==> src/rtl/operand_scan_display_pkg.sv <==
// Shared types, segment codes and helpers for the operand scan display.
//   state_t     : sequencing states of the conversion FSM
//   SEG_*       : active-low {g,f,e,d,c,b,a} segment patterns
//   seg_decode  : BCD nibble to segment pattern, with forced blank
//   clog2       : ceiling log2, never below 1 so it can size a vector
package operand_scan_display_pkg;

  typedef enum logic [1:0] {
    IDLE  = 2'd0,
    ABS   = 2'd1,
    CONV  = 2'd2,
    STORE = 2'd3
  } state_t;

  localparam logic [6:0] SEG_0     = 7'b1000000;
  localparam logic [6:0] SEG_1     = 7'b1111001;
  localparam logic [6:0] SEG_2     = 7'b0100100;
  localparam logic [6:0] SEG_3     = 7'b0110000;
  localparam logic [6:0] SEG_4     = 7'b0011001;
  localparam logic [6:0] SEG_5     = 7'b0010010;
  localparam logic [6:0] SEG_6     = 7'b0000010;
  localparam logic [6:0] SEG_7     = 7'b1111000;
  localparam logic [6:0] SEG_8     = 7'b0000000;
  localparam logic [6:0] SEG_9     = 7'b0010000;
  localparam logic [6:0] SEG_DASH  = 7'b0111111;
  localparam logic [6:0] SEG_BLANK = 7'b1111111;

  function automatic logic [6:0] seg_decode(input logic [3:0] nibble, input logic blank);
    logic [6:0] s;
    s = SEG_BLANK;
    if (!blank) begin
      case (nibble)
        4'd0:    s = SEG_0;
        4'd1:    s = SEG_1;
        4'd2:    s = SEG_2;
        4'd3:    s = SEG_3;
        4'd4:    s = SEG_4;
        4'd5:    s = SEG_5;
        4'd6:    s = SEG_6;
        4'd7:    s = SEG_7;
        4'd8:    s = SEG_8;
        4'd9:    s = SEG_9;
        default: s = SEG_BLANK;
      endcase
    end
    return s;
  endfunction

  function automatic int unsigned clog2(input int unsigned n);
    int unsigned r;
    r = 1;
    while ((64'(1) << r) < 64'(n)) r++;
    return r;
  endfunction

endpackage

==> src/rtl/operand_scan_display_signed_bcd_converter.sv <==
// Sequential signed-to-BCD converter (abs value + double dabble).
//   clk, reset_n : clock, async active-low reset
//   start        : one-cycle pulse; captures sign and magnitude of operand
//   operand      : two's-complement input
//   done_c       : high during the final shift cycle (combinational)
//   sign, bcd    : result; bcd is valid the cycle after done_c
module signed_bcd_converter
  import operand_scan_display_pkg::*;
#(
  parameter int unsigned WIDTH      = 5,
  parameter int unsigned BCD_DIGITS = 2
) (
  input  logic                    clk,
  input  logic                    reset_n,
  input  logic                    start,
  input  logic [WIDTH-1:0]        operand,
  output logic                    done_c,
  output logic                    sign,
  output logic [4*BCD_DIGITS-1:0] bcd
);

  localparam int unsigned BCD_W = 4 * BCD_DIGITS;
  localparam int unsigned CNT_W = clog2(WIDTH);

  logic             active;
  logic [CNT_W-1:0] cnt;
  logic [WIDTH-1:0] mag;
  logic [BCD_W-1:0] adj;

  // Add-3 correction on every nibble that would overflow past 9 when doubled.
  always_comb begin
    adj = bcd;
    for (int i = 0; i < BCD_DIGITS; i++) begin
      if (bcd[i*4 +: 4] >= 4'd5) adj[i*4 +: 4] = bcd[i*4 +: 4] + 4'd3;
    end
  end

  assign done_c = active && (cnt == CNT_W'(WIDTH - 1));

  // Magnitude is kept unsigned so the most negative operand negates exactly.
  always_ff @(posedge clk or negedge reset_n) begin
    if (!reset_n) begin
      active <= 1'b0;
      cnt    <= '0;
      mag    <= '0;
      sign   <= 1'b0;
      bcd    <= '0;
    end else if (start) begin
      active <= 1'b1;
      cnt    <= '0;
      sign   <= operand[WIDTH-1];
      mag    <= operand[WIDTH-1] ? (~operand + WIDTH'(1)) : operand;
      bcd    <= '0;
    end else if (active) begin
      bcd    <= {adj[BCD_W-2:0], mag[WIDTH-1]};
      mag    <= {mag[WIDTH-2:0], 1'b0};
      cnt    <= cnt + CNT_W'(1);
      if (done_c) active <= 1'b0;
    end
  end

endmodule

==> src/rtl/operand_scan_display.sv <==
// Multi-channel signed operand display: captures operands on load, converts
// each to sign + BCD through one shared converter, and scans the result onto
// a common-anode multiplexed 7-segment bank.
//   clk, reset_n : clock, async active-low reset
//   load         : capture strobe, ignored while busy
//   operands     : channel k at operands[k*WIDTH +: WIDTH]
//   busy         : conversion in progress
//   seg          : active-low {g,f,e,d,c,b,a}
//   an           : active-low one-hot anode enables
module operand_scan_display
  import operand_scan_display_pkg::*;
#(
  parameter  int unsigned WIDTH         = 5,
  parameter  int unsigned CHANNELS      = 2,
  parameter  int unsigned BCD_DIGITS    = 2,
  parameter  int unsigned BLANK_LEADING = 1,
  parameter  int unsigned REFRESH_DIV   = 50000,
  localparam int unsigned NUM_DIGITS    = CHANNELS * (BCD_DIGITS + 1)
) (
  input  logic                      clk,
  input  logic                      reset_n,
  input  logic                      load,
  input  logic [CHANNELS*WIDTH-1:0] operands,
  output logic                      busy,
  output logic [6:0]                seg,
  output logic [NUM_DIGITS-1:0]     an
);

  localparam int unsigned BCD_W = 4 * BCD_DIGITS;
  localparam int unsigned CH_W  = clog2(CHANNELS);
  localparam int unsigned IDX_W = clog2(NUM_DIGITS);
  localparam int unsigned PRE_W = clog2(REFRESH_DIV);

  state_t                    state, next_state;
  logic                      capture, conv_start, store_en, last_chan;
  logic [CHANNELS*WIDTH-1:0] shadow;
  logic [CH_W-1:0]           chan;
  logic                      conv_done, conv_sign;
  logic [BCD_W-1:0]          conv_bcd;
  logic                      pend_sign [CHANNELS];
  logic [BCD_W-1:0]          pend_bcd  [CHANNELS];
  logic                      nxt_sign  [CHANNELS];
  logic [BCD_W-1:0]          nxt_bcd   [CHANNELS];
  logic                      disp_sign [CHANNELS];
  logic [BCD_W-1:0]          disp_bcd  [CHANNELS];
  logic                      disp_valid;
  logic [PRE_W-1:0]          presc;
  logic [IDX_W-1:0]          idx;
  logic [6:0]                digit_seg [NUM_DIGITS];
  logic [3:0]                nib;
  logic                      above_zero;

  assign last_chan = (chan == CH_W'(CHANNELS - 1));

  signed_bcd_converter #(.WIDTH(WIDTH), .BCD_DIGITS(BCD_DIGITS)) u_conv (
    .clk     (clk),
    .reset_n (reset_n),
    .start   (conv_start),
    .operand (shadow[chan*WIDTH +: WIDTH]),
    .done_c  (conv_done),
    .sign    (conv_sign),
    .bcd     (conv_bcd)
  );

  // State register
  always_ff @(posedge clk or negedge reset_n) begin
    if (!reset_n) state <= IDLE;
    else          state <= next_state;
  end

  // Next-state logic
  always_comb begin
    next_state = state;
    case (state)
      IDLE:    if (load) next_state = ABS;
      ABS:     next_state = CONV;
      CONV:    if (conv_done) next_state = STORE;
      STORE:   next_state = last_chan ? IDLE : ABS;
      default: next_state = IDLE;
    endcase
  end

  // FSM control outputs
  always_comb begin
    capture    = 1'b0;
    conv_start = 1'b0;
    store_en   = 1'b0;
    case (state)
      IDLE:    capture    = load;
      ABS:     conv_start = 1'b1;
      STORE:   store_en   = 1'b1;
      default: ;
    endcase
  end

  // Pending buffer with the current converter result merged into slot chan
  always_comb begin
    nxt_sign       = pend_sign;
    nxt_bcd        = pend_bcd;
    nxt_sign[chan] = conv_sign;
    nxt_bcd[chan]  = conv_bcd;
  end

  // Operand shadow, channel counter, pending and display buffers
  always_ff @(posedge clk or negedge reset_n) begin
    if (!reset_n) begin
      busy       <= 1'b0;
      shadow     <= '0;
      chan       <= '0;
      disp_valid <= 1'b0;
      for (int k = 0; k < CHANNELS; k++) begin
        pend_sign[k] <= 1'b0;
        pend_bcd[k]  <= '0;
        disp_sign[k] <= 1'b0;
        disp_bcd[k]  <= '0;
      end
    end else begin
      busy <= (next_state != IDLE);
      if (capture) begin
        shadow <= operands;
        chan   <= '0;
      end
      if (store_en) begin
        pend_sign <= nxt_sign;
        pend_bcd  <= nxt_bcd;
        if (last_chan) begin
          disp_sign  <= nxt_sign;
          disp_bcd   <= nxt_bcd;
          disp_valid <= 1'b1;
        end else begin
          chan <= chan + CH_W'(1);
        end
      end
    end
  end

  // Segment pattern for every digit position, walking each channel from its
  // most significant digit down so leading zeros can be suppressed.
  always_comb begin
    nib        = '0;
    above_zero = 1'b1;
    for (int d = 0; d < NUM_DIGITS; d++) digit_seg[d] = SEG_BLANK;
    for (int k = 0; k < CHANNELS; k++) begin
      above_zero = 1'b1;
      for (int i = BCD_DIGITS - 1; i >= 0; i--) begin
        nib = disp_bcd[k][i*4 +: 4];
        digit_seg[k*(BCD_DIGITS+1) + i] =
          seg_decode(nib, !disp_valid ||
                          ((BLANK_LEADING != 0) && (i != 0) && above_zero && (nib == 4'd0)));
        if (nib != 4'd0) above_zero = 1'b0;
      end
      digit_seg[k*(BCD_DIGITS+1) + BCD_DIGITS] =
        (disp_valid && disp_sign[k]) ? SEG_DASH : SEG_BLANK;
    end
  end

  // Free-running refresh scanner; seg/an trail the digit index by one cycle.
  always_ff @(posedge clk or negedge reset_n) begin
    if (!reset_n) begin
      presc <= '0;
      idx   <= '0;
      seg   <= SEG_BLANK;
      an    <= '1;
    end else begin
      if (presc == PRE_W'(REFRESH_DIV - 1)) begin
        presc <= '0;
        idx   <= (idx == IDX_W'(NUM_DIGITS - 1)) ? '0 : idx + IDX_W'(1);
      end else begin
        presc <= presc + PRE_W'(1);
      end
      seg <= digit_seg[idx];
      an  <= ~(NUM_DIGITS'(1) << idx);
    end
  end

endmodule

==> config.mk <==
export PLATFORM = sky130hd
export DESIGN_NAME = operand_scan_display
export DESIGN_NICKNAME = d
export VERILOG_FILES = /design/src/rtl/operand_scan_display_pkg.sv /design/src/rtl/operand_scan_display_signed_bcd_converter.sv /design/src/rtl/operand_scan_display.sv
export SDC_FILE = /design/constraint.sdc
export NUM_CORES = 1
export LEC_CHECK = 0
export ABC_AREA = 0
export ABC_CLOCK_PERIOD_IN_PS = 1470
export CAP_MARGIN = 20
export CORE_ASPECT_RATIO = 0.9
export CORE_UTILIZATION = 57
export DETAILED_ROUTE_END_ITERATION = 10
export DONT_BUFFER_PORTS = 1
export GPL_TIMING_DRIVEN = 1
export PLACE_DENSITY_LB_ADDON = 0.05
export SETUP_SLACK_MARGIN = 0.3
export SLEW_MARGIN = 40
export SYNTH_ARGS = -nofsm -noshare
export SYNTH_HDL_FRONTEND = slang
export SYNTH_SLANG_ARGS = --single-unit
==> constraint.sdc <==
create_clock -name clk -period 1.47 [get_ports clk]
set_input_delay 0.294 -clock clk [delete_from_list [all_inputs] [get_ports clk]]
set_output_delay 0.294 -clock clk [all_outputs]
set_load 0.02 [all_outputs]
# == Word-level counts from Yosys, hierarchy flattened ==
# Memories as Yosys holds them, arrays and structs flattened.
# Index checks and enable logic that the tools add are counted.
# op_classes
n_addsub,7
mul,1
magnitude_cmp,5
eq_ne,6
shift,2
n_mux,39
bitwise_logic,4
reduce_logical,13
# op_table
op,n
two-way mux 7 bit,8
two-way mux 8 bit,3
binary-select mux 7 bit (select 3 bit),1
"adder 16 x 1 -> 16 bit, second input constant",1
bitwise mux 16 bit,1
"== test 16 bit, second input constant",1
two-way mux 16 bit,1
two-way mux 5 bit,3
two-way mux 3 bit,4
two-way mux 1 bit,11
indexed part select 10 x 5 -> 5 bit,1
demux 8 bit (select 1 bit),1
"greater-or-equal comparator 4 x 3 -> 1 bit, second input constant",2
logical NOT 4 bit,2
case mux 2 bit (4 select lines),1
"adder 3 x 1 -> 3 bit, second input constant",2
"== test 3 bit, second input constant",2
inverter 6 bit,1
"<< shifter 1 x 3 -> 6 bit, first input constant",1
"adder 5 x 1 -> 5 bit, second input constant",1
inverter 5 bit,1
"adder 4 x 2 -> 4 bit, second input constant",1
"== test 2 bit, second input constant",2
"greater-or-equal comparator 4 bit, second input constant",1
other kinds (18),24
# totals
ff_bits,101
rom_bits,448
in_bits,13
out_inout_bits,14
wordCells,103
n_memories,4
# mem_list
name,words,width,read_ports,rd_clocked_by_memory_dff,wr,line,rtl
(name not given),16,7,1,0,0,operand_scan_display_pkg.sv:32,case (nibble)
(name not given),16,7,1,0,0,operand_scan_display_pkg.sv:32,
(name not given),16,7,1,0,0,operand_scan_display_pkg.sv:32,
(name not given),16,7,1,0,0,operand_scan_display_pkg.sv:32,

# == Logic depth before layout (Yosys ltp) ==
# logic_depth
word_depth,6
mapped_depth,7
ltp_nobuf,7

# == By module ==
# From an unflattened synthesis, not the netlist that was laid out.
# unflattened
hier_cells,530
area_unflattened_um2,5056.1
# by_module_without_submodules
module,n_inst,cells_each,area_each_um2,seq_area_each_um2
operand_scan_display,1,426,4005.1,1868.0
signed_bcd_converter,1,104,1051.0,450.4

# == Worst setup path after synthesis ==
# No wires, ideal clock.
# synth_path
path_kind,reg-to-reg
startpoint,register disp_bcd[5] (netlist name)
endpoint,register seg[4]
setup_time_ns,0.079
arrival_time_ns,1.539
t_required_ns,1.391
path_slack_ns,-0.149
path_stages_with_launch,7
n_path_buf,0
period_less_slack_ns,1.619
cell_sequence,dfrtp_1 -> inv_1 -> ha_1 -> or3_1 -> a221oi_1 -> o21ai_0 -> a22o_1
# synth_via
elab_chain_len,6
word_cells_on_any_way,7
classes_between,mux (4); reduce/logical (2); memory (1)
# synth_rtl
element,line,rtl
from (decl),operand_scan_display.sv:45,logic [BCD_W-1:0] disp_bcd [CHANNELS];
from (signal assigned),operand_scan_display.sv:128,disp_bcd <= nxt_bcd;
branches (longest 2 deep; another with memory read (16 x 7 bit)),n/a,
two-way mux 7 bit *,operand_scan_display_pkg.sv:31,if (!blank) begin
binary-select mux 7 bit (select 3 bit) *,operand_scan_display.sv:171,seg <= digit_seg[idx];
two-way mux 7 bit (not written as such) * (2 in series),operand_scan_display.sv:171,
to (signal assigned),operand_scan_display.sv:171,
to (decl),operand_scan_display.sv:25,"output logic [6:0] seg,"
# Every way passes the cells marked *. The select of a mux whose other input is x is not followed.
# A chain may end at the register's enable or synchronous reset.

# == Worst setup path in the final report ==
# layout_path
startpoint,register disp_bcd[2] (netlist name)
endpoint,register seg[4]
# layout_via
elab_chain_len,5
# layout_rtl
element,line
memory read (16 x 7 bit),n/a
two-way mux 7 bit,operand_scan_display_pkg.sv:31
binary-select mux 7 bit (select 3 bit),operand_scan_display.sv:171
two-way mux 7 bit (not written as such) (2 in series),operand_scan_display.sv:171
# No other way between the ends. The select of a mux whose other input is x is not followed.

==> metrics <==
worst min path class in2async; most frequent cells after synthesis dfrtp_1 (79), nand2_1 (68), nor2_1 (43), ha_1 (34), o21ai_0 (32); Buffers on Ports 0; Syn. warnings 0; filler cell count 288; CP max stage delay 570 ps; Critical path origin disp_bcd[2]$_DFFE_PN0P_; wire length per cell 22.1 µm; max-slew violations 0; Pleak 3.29 nW; initial antenna violation count 0; total CTS buffers 9; CP endpoint kind flop; number of synthesized flops with an enable pin 0; layout cell share with drive strength beyond 1 0.564; Area Overhead vs Synth 49.6%; Top FF cell, synth dfrtp_1; first-pass GRT wire length 21900 µm; critical path's slowest cell dfrtp_1; synthesized net count 545; n_diodes 0; Pwr Density 2060 mW/mm²; DP Worst Slack -83.5 ps; mapped cell area 0.00496 mm²; CP required 1780 ps; worst-path cell chain nor2b_1, nand2_1, o21ai_0, a21oi_1, a22o_1; floorplan core area 0.00822 mm²; Pre-antenna DRT Iters 5; die area 0.00908 mm²; NetSw 6.33 mW; DRC viols 0; Longest Clk Path Bufs 2; count of final setup violators 12; TritonCTS Sinks 92; reg2reg path depth 5; maximum capacitance violations 0; DP Cell Count 651; Die Wd 100 µm; critical path class reg2reg; Die Y 90.5 µm; cells after synthesis 498; starting density of the core 0.603; worst path arrival time 1920 ps; vias in the first global route 4385; Finished Layout Cells 730; Post-Syn Area per Cell 9.96 µm²; sequential fraction of design power 0.297; flops & latches, synth 92; Critical R2R Capture seg[4]$_DFF_PN1_; pin count of the biggest net entering global routing 93; power share of the combinational group 0.573; Clk pwr share 0.129; RSZ-0062 raised after global routing true; leading area contributor after synthesis dfrtp_1; sequential share of the synthesized area 0.467; Slew headroom 0.757; Max Fclk 0.621 GHz; R2R Setup Slk -140 ps; root buf cell clkbuf_8; Crit Path Max Fanout 10; Netlist cell types 63; total number of vias 4445; post-route ant nets 0; # nets final 657; failing checks hold timing, setup timing; cell with the most instances after synthesis dfrtp_1; Avg Vias per Cell 6.09; Setup Skew 16.2 ps; final RePlAce weighted congestion 0.904; Initial DRC Count 390; Final min period 1610 ps; row count 31; Reg2Reg Launch Point disp_bcd[2]$_DFFE_PN0P_; Fin. Hold Viols 92; worst skew pair latency 380 ps; top post-synthesis cells by area dfrtp_1 (40%), ha_1 (8.6%), dfstp_2 (6.9%); Net Sw Frac 0.414; Post-synth ARST share 1.00; internal power 8.98 mW; routed wire length 16100 µm; status finished with violations; CTS H-tree lvls 3; I/O pin count 27; Final Cycle Share 1.10; Worst IR Drop VDD 0.00179 V; final hold slack -411 ps; share of the synthesized area in the top cell type 0.399; Worst Tran Pin Value 364 ps; crit start category flop; CTS clk-pin slew, worst paths 100 ps; gr ovfl total 0; setup ws final -140 ps; HPWL Detailed 7430 µm; CTS tree done; GRT Overall Usage 0.308
## kinds of logic (layout without fill, tap and decap cells)
family          Yosys count  count (layout)  synth area share
buf+inv                  48             160            0.0454
xor+xnor                 20              20            0.0353
flops                    92              92             0.467
mux                      38              38            0.0815
fa+ha+maj                34              34            0.0858
compound gates           95              95             0.122
simple gates            171             176             0.162
## per-layer routing
layer	wire length [µm]	vias to the layer above	global-route usage
met5	0	-	0
met4	683	0	0.0954
met3	950	70	0.0619
met2	8230	214	0.510
met1	6230	2226	0.405
li1	-	1935	-
## timing repair
item,4_1_cts,5_1_grt
gates cloned,5,1
endpoints found under the hold margin,92,92
resized for setup,144,95
setup buffers,37,20
pin swaps,71,58
endpoints found under the setup margin,95,97
## worst max path at each step
| stage | endpoint | slack, ps | cells after the start |
|---|---|---|---|
| finish | seg[4]$_DFF_PN1_ | -140 | 5 |
| global route | seg[4]$_DFF_PN1_ | -190 | 5 |
| CTS | seg[4]$_DFF_PN1_ | -80 | 5 |
| detailed placement | seg[6]$_DFF_PN1_ | -80 | 7 |
| global placement | seg[4]$_DFF_PN1_ | -40 | 6 |
| floorplan | seg[4]$_DFF_PN1_ | -60 | 6 |
## worst max-delay path, delay by kind of cell (launching register included)
kind,cells,cell delay [ps]
compound gates,3,470
flops,1,570
simple gates,2,490
## power by group through the flow
stage | Sequential, mW | Combinational (mW) | Clock, mW
floorplan | 4.08 | 4.00 | 0
global placement | 4.28 | 5.09 | 0
detailed placement | 4.32 | 5.26 | 0
CTS | 4.35 | 7.00 | 1.96
global route | 4.61 | 9.28 | 2.10
finish | 4.55 | 8.78 | 1.98
## cell type report
class | instances | area, µm² | area share
clock buffer | 11 | 141 | 0.0190
clock inverter | 5 | 83.8 | 0.0113
inverter | 23 | 95.1 | 0.0128
multi-input combinational | 363 | 3530 | 0.475
sequential | 92 | 2330 | 0.314
tap | 115 | 144 | 0.0194
timing repair buffer | 121 | 1100 | 0.148
## flip-flops by register name, summed over array words and instances, names as in the netlist
signal,flops
u_conv.bcd,8
chan,1
state,2
u_conv.mag,5
pend_sign,1
disp_valid,1
idx,3
shadow,10
pend_bcd,8
disp_sign,2
presc,16
busy,1
disp_bcd,16
an,6
u_conv.active,1
u_conv.sign,1
seg,7
u_conv.cnt,3
## placed cells by master (no fill, tap or decap), types with 6 or more instances in the layout
cell,netlist,routed
buf_6,2,30
inv_2,0,12
inv_1,21,6
ha_1,34,14
dfrtp_2,0,10
xnor2_2,0,7
dfrtp_1,79,69
a21oi_2,0,9
nor2_4,0,14
a21oi_1,23,11
o21ai_1,1,13
xnor2_1,13,6
mux2_4,1,16
clkbuf_8,0,10
nand2_2,1,21
nand2_1,68,41
nor2_1,43,26
dfstp_2,13,13
ha_4,0,16
mux2i_1,22,17
xor2_1,7,6
nand2b_1,17,9
nand2b_4,0,8
buf_4,3,84
o21ai_2,0,12
o21ai_0,32,8
nand3_1,12,6
## through the flow
stage / util / power (mW) / hold slack [ps] / TNS (ps) / instance area, µm²
4_1_cts: 0.826 / 13.3 / -402 / -91.5 / 6790
3_3_place_gp: 0.692 / 9.37 / 0.400 / -138 / 5690
6_report: 0.903 / 15.3 / -411 / -615 / 7420
3_5_place_dp: 0.692 / 9.58 / 0.322 / -319 / 5690
5_1_grt: 0.903 / 16.0 / -423 / -1510 / 7420
2_1_floorplan: - / 8.09 / -1.59 / -64.2 / 5260
Power figures use the tool's default switching activity.
